$ cat src/rtl/block_ram_arbiter.sv
// Round-robin arbiter sharing one single-port, read-first block RAM between
// an instruction-fetch port (0) and a load/store port (1).
module block_ram_arbiter #(
    parameter int W = 8,
    parameter int L = 32,
    localparam int AW = $clog2(L)
) (
    input  logic          clk,
    input  logic          rst,
    input  logic          req0,
    input  logic [AW-1:0] addr0,
    input  logic          wr_ena0,
    input  logic [W-1:0]  wr_data0,
    output logic          ack0,
    output logic [W-1:0]  rd_data0,
    input  logic          req1,
    input  logic [AW-1:0] addr1,
    input  logic          wr_ena1,
    input  logic [W-1:0]  wr_data1,
    output logic          ack1,
    output logic [W-1:0]  rd_data1,
    output logic [AW-1:0] mem_addr,
    output logic          mem_wr_ena,
    output logic [W-1:0]  mem_wr_data,
    input  logic [W-1:0]  mem_rd_data,
    output logic          busy
);

    // Handshake: a port holds req and its address/data stable until it sees a
    // one-cycle ack; while ack is high that port is ignored so it is not served twice.

    typedef enum logic [1:0] {
        IDLE  = 2'd0,
        ISSUE = 2'd1,
        RESP  = 2'd2
    } state_t;

    state_t        state;
    logic          grant;
    logic          prio;
    logic [AW-1:0] addr_q;
    logic          we_q;
    logic [W-1:0]  wdata_q;

    logic elig0;
    logic elig1;
    logic win;

    assign elig0 = req0 && !ack0;
    assign elig1 = req1 && !ack1;

    always_comb begin
        win = elig1;
        if (elig0 && elig1) begin
            win = prio;
        end
    end

    always_ff @(posedge clk) begin
        if (rst) begin
            state    <= IDLE;
            grant    <= 1'b0;
            prio     <= 1'b0;
            addr_q   <= '0;
            we_q     <= 1'b0;
            wdata_q  <= '0;
            ack0     <= 1'b0;
            ack1     <= 1'b0;
            rd_data0 <= '0;
            rd_data1 <= '0;
        end else begin
            ack0 <= 1'b0;
            ack1 <= 1'b0;
            case (state)
                IDLE: begin
                    if (elig0 || elig1) begin
                        grant   <= win;
                        prio    <= ~win;
                        addr_q  <= win ? addr1 : addr0;
                        we_q    <= win ? wr_ena1 : wr_ena0;
                        wdata_q <= win ? wr_data1 : wr_data0;
                        state   <= ISSUE;
                    end
                end
                ISSUE: begin
                    state <= RESP;
                end
                RESP: begin
                    // RAM output now reflects the row as it was before any write.
                    if (grant) begin
                        rd_data1 <= mem_rd_data;
                        ack1     <= 1'b1;
                    end else begin
                        rd_data0 <= mem_rd_data;
                        ack0     <= 1'b1;
                    end
                    state <= IDLE;
                end
                default: begin
                    state <= IDLE;
                end
            endcase
        end
    end

    assign mem_addr    = addr_q;
    assign mem_wr_data = wdata_q;
    // Reset kills an in-flight write in the same cycle it is asserted.
    assign mem_wr_ena  = (state == ISSUE) && we_q && !rst;
    assign busy        = (state != IDLE);

endmodule

$ cat config.mk
export PLATFORM = sky130hd
export DESIGN_NAME = block_ram_arbiter
export DESIGN_NICKNAME = d
export VERILOG_FILES = /design/src/rtl/block_ram_arbiter.sv
export SDC_FILE = /design/constraint.sdc
export NUM_CORES = 1
export LEC_CHECK = 0
export BUFFER_PORTS_ARGS = -buffer_cell sky130_fd_sc_hd__buf_2
export CAP_MARGIN = 15
export CORE_ASPECT_RATIO = 1.4
export CORE_MARGIN = 1
export CORE_UTILIZATION = 25
export DETAILED_ROUTE_END_ITERATION = 12
export SLEW_MARGIN = 10
export SYNTH_ARGS = -nofsm -noshare
export SYNTH_HDL_FRONTEND = slang
export SYNTH_SLANG_ARGS = --single-unit
$ cat constraint.sdc
create_clock -name clk -period 3.3 [get_ports clk]
set_input_delay 0 -clock clk [delete_from_list [all_inputs] [get_ports clk]]
set_output_delay 0 -clock clk [all_outputs]
set_load 0.01 [all_outputs]
# ---- Word-level counts from Yosys, hierarchy flattened
# Cells that the tools add are included.
dict set report word_totals {
  regBits 36
}
dict set report classes {
  n_eq_ne 3
  n_mux 8
  bitwise_logic 3
  n_reduce_logical 15
}
# cell count
set op_table {}
lappend op_table {{2-to-1 mux 8 bit} 1}
lappend op_table {{AND reduction 2 bit} 3}
lappend op_table {{logical AND 1 bit} 5}
lappend op_table {{2-to-1 mux 5 bit} 1}
lappend op_table {{2-to-1 mux 1 bit} 4}
lappend op_table {{one-hot mux 2 bit (2 select lines)} 1}
lappend op_table {{zero test 1 bit} 3}
lappend op_table {{NOT 1 bit} 3}
lappend op_table {{equality test 2 x 1 -> 1 bit, second input constant} 1}
lappend op_table {{equality test 2 bit, second input constant} 1}
lappend op_table {{zero test 2 bit} 1}
lappend op_table {{2-to-1 mux 2 bit} 1}
lappend op_table {{inequality test 2 bit, second input constant} 1}
lappend op_table {{nonzero test 2 bit} 1}
lappend op_table {{OR reduction 2 bit} 1}
lappend op_table {{logical OR 1 bit} 1}

# ---- Depth between registers and ports, before layout
dict set report depth {
  word_depth 5
  depth_mapped 5
  depth_no_buf 4
}

# ---- Worst setup path after synthesis
# No wires, ideal clock.
dict set report synth_path {
  path_type {reg-to-reg}
  from {register state[0]}
  to {register grant}
  setup_time_ns 0.130
  arrival_ns 1.127
  slack_ns 2.043
  stages_incl_launch_ff 6
  synth_period_minus_slack_ns 1.257
  cell_sequence {dfxtp_1 or2_4 a21oi_4 buf_6 mux2i_1 nor2_1}
}
dict set report synth_between {
  elab_chain_len 2
}
# element line_no
set synth_rtl {}
lappend synth_rtl {{start: declaration} 38} ;# state_t state;
lappend synth_rtl {{start signal: assignment} 61} ;# state <= IDLE;
lappend synth_rtl {{start signal: assignment} 82} ;# state <= ISSUE;
lappend synth_rtl {{start signal: assignment} 86} ;# state <= RESP;
lappend synth_rtl {{zero test 2 bit} 74} ;# case (state)
lappend synth_rtl {{AND reduction 2 bit (no line)} n/a}
lappend synth_rtl {{end signal: assignment} 77} ;# grant <= win;
lappend synth_rtl {{end: declaration} 39} ;# logic grant;
# Every way passes these cells.
# A chain may end at the register's enable or synchronous reset.

# ---- Worst setup path after layout
dict set report layout_path {
  from {register state[0]}
  to {register addr_q[3], in the netlist mem_addr[3]}
}
dict set report layout_between {
  elab_chain_len 2
}
# element line_no
set layout_rtl {}
lappend layout_rtl {{zero test 2 bit} 74}
lappend layout_rtl {{AND reduction 2 bit (no line)} n/a}
lappend layout_rtl {{end signal: assignment} 79} ;# addr_q <= win ? addr1 : addr0;
lappend layout_rtl {{end: declaration} 41} ;# logic [AW-1:0] addr_q;
# Every way passes these cells.

==> impl_metrics.tcl <==
set metrics [dict create \
    status "complete, no violations" \
    clkLatencyLatePin_ps 280 \
    peakVddDrop_mv 0.145 \
    clock_skew_ps 3.23 \
    synth-seq-cells 36 \
    yosys.area_share.simple_pct 20.5 \
    cts_buffer_depth 2 \
    drt_pass1_iterations 4 \
    met1Wirelength_mm 1.53 \
    synth_top_family_by_area "simple AND/OR/NAND/NOR gates" \
    routed_wl_mm 3.76 \
    syn_to_final_growth_pct 54.8 \
    path_clk_slew_ps 80 \
    setup-violations-final 0 \
    crit_fanout 32 \
    initialDrtViolationCount 47 \
    crit_path_end_kind "flip-flop" \
    coreArea_um2 5860 \
    cts_tree "yes" \
    synth_compound_area_share_pct 16.1 \
    cts_buffers 5 \
    layout-drive-gt1-share_pct 39.3 \
    worstPathRequired_ps 3530 \
    regToRegEndpoint "mem_addr[3]" \
    r2r_slack_ps 930 \
    synth-seq-area-share_pct 47.6 \
    muxShareOfSynthArea_pct 11.2 \
    wl_per_cell_um 11.5 \
    synth_edf_count 0 \
    path_class "reg2reg" \
    period_share_pct 71.9 \
    post_cts_resized 0 \
    antennaDiodeCount 0 \
    rr_worst_depth 5 \
    dr.max_layer_used "met4" \
    core.rowCount 33 \
    drv_slew 0 \
    ant_nets 0 \
    drc 0 \
    min_path_type "in2reg" \
    route.met2.wl_mm 2.01 \
    synthesis.nets 193 \
    crit_path_start_kind "flip-flop" \
    period_minus_slack_ps 2370 \
    crit_buf_inv 1 \
    synth_top_area_cell "dfxtp_1" \
    p_leak_nw 1.13 \
    synthAdderAreaFrac_pct 0 \
    fp.dieW_um 67.7 \
    yosys-top-cells-count "dfxtp_1 (36), nor2_1 (31), nand2_1 (28), mux2i_1 (17), a311oi_2 (12)" \
    vias 1441 \
    arrival_ps 2600 \
    drv_cap 0 \
    syn-cell-area_um2 1510 \
    first_global_vias 1370 \
    crit_slowest_cell "a21oi_4" \
    die_h_um 94.0 \
    max_slew_margin_pct 34.2 \
    post_drt_via_cell_ratio 4.41 \
    rsz0062_at_grt "false" \
    grt.overflow.total 0 \
    synthTopCellsByArea "dfxtp_1 (48%), a311oi_2 (12%), mux2i_1 (11%)" \
    die-area_um2 6370 \
    place.gp.congestion 0.639 \
    htree_levels 2 \
    io_pins 73 \
    hpwl_mm 2.41 \
    grt_pass1_wl_mm 5.88 \
    synthXorXnorAreaFrac_pct 0 \
    yosysWarnings 0 \
    clock-sinks 36 \
    num-nets-final 296 \
    synth_most_common_cell "dfxtp_1" \
    worstMarginPinSlew_ps 985 \
    grt_util_all_layers_pct 12.4 \
    fmax_mhz 421 \
    initial_core_util_pct 25.8 \
    root_buffer "clkbuf_8" \
    port_buffers 72 \
    holdCritStartpoint "wr_data1[2]" \
    cp_top_family "compound AO/OA/AOI/OAI gates" \
    hold_depth 3 \
    grt_max_degree 37 \
    fin_ws_ps 926 \
    finalSetupTns_ps 0 \
    power_density_nw_per_um2 445 \
    antenna_found_initial 0 \
    async_flop_share_pct 0 \
    rr_startpoint "state[0]" \
    crit_path_max_incr_delay_ps 740 \
    met3RoutedLength_um 190 \
    hold_end "mem_wr_data[2]" \
    syn_area_per_cell_um2 9.89 \
    hold_viol_final 0 \
    syn-instance-count 153 \
    synth_ff_type "dfxtp_1" \
    synth_top_area_share_pct 47.6 \
    yosys.cell_types.count 22 \
    crit_chain "or2_4, a21oi_4, nor2_1, a311oi_2, dlygate4sd3_1" \
    place_worst_setup_slack_ps 1490 \
]
worst max-delay path by stage:
stage                     depth (start not counted)  startpoint        endpoint
after detailed placement                          4    state[0]     mem_addr[1]
final                                             5    state[0]     mem_addr[3]
after global routing                              5    state[0]  mem_wr_data[6]
after global placement                            4    state[0]           grant
after CTS                                         5    state[0]     mem_addr[0]
after floorplan                                   5    state[0]           grant
worst register-to-register path, stage by stage, from the launching register on:
cell and delay, ps:
dfxtp_1 340, or2_4 260, a21oi_4 740, nor2_1 120, a311oi_2 270, dlygate4sd3_1 580
cells by family after synthesis:
logic type	count (synthesis)
buf+inv	11
mux	17
compound gates	18
simple gates	71
flops	36
routing by layer:
metal,track usage (%),vias to the layer above
li1,-,724
met1,12.0,664
met2,23.6,49
met3,3.40,4
met4,4.79,0
met5,0,-
placed cells by master, fill, tap and decap left out, drive strengths merged, types with 2 or more instances in the layout:
master and instances:
dlygate4sd3 35, mux2i 17, buf 72, nor3b 2, clkinv 2, nor2b 3
dfxtp 36, nand2 28, nor2 33, nand2b 2, clkbuf 6, a311oi 14
area by class of cell:
cell class                 instances  area, um^2
fill                             587        3520
multi-input combinational        106         729
sequential                        36         721
timing repair buffer             107         711
tap                               70        87.6
clock buffer                       6        82.6
clock inverter                     2        10.0
timing repair:
item                                    in CTS  in global routing
endpoints found under the setup margin       0                  0
hold buffers                                35                  0
buffers inserted                             0                  0
hold endpoints to repair                    30                  0
sequential cells by signal (all words and copies together) (netlist names):
name         cells
prio             1
rd_data0         8
mem_wr_data      8
mem_addr         5
state            2
rd_data1         8
grant            1
ack1             1
we_q             1
ack0             1
through the flow:
stage / std cells / util, % / power [mW] / hold WS [ps] / area [um^2]
finish: 327 / 39.9 / 1.04 / 6.57 / 2340
global route: 327 / 39.9 / 1.10 / 2.66 / 2340
CTS: 327 / 39.9 / 1.06 / 0.130 / 2340
detailed placement: 284 / 32.4 / 0.679 / 255 / 1900
global placement: 284 / 32.4 / 0.674 / 244 / 1900
floorplan: 153 / - / 0.620 / 144 / 1510
power breakdown:
part / total [mW] / switching [mW] / internal, mW
logic: 0.232 / 0.111 / 0.121
registers: 0.481 / 0.0161 / 0.465
clock network: 0.328 / 0.161 / 0.167
total: 1.04 / 0.289 / 0.752
Power figures use the tool's default switching activity.
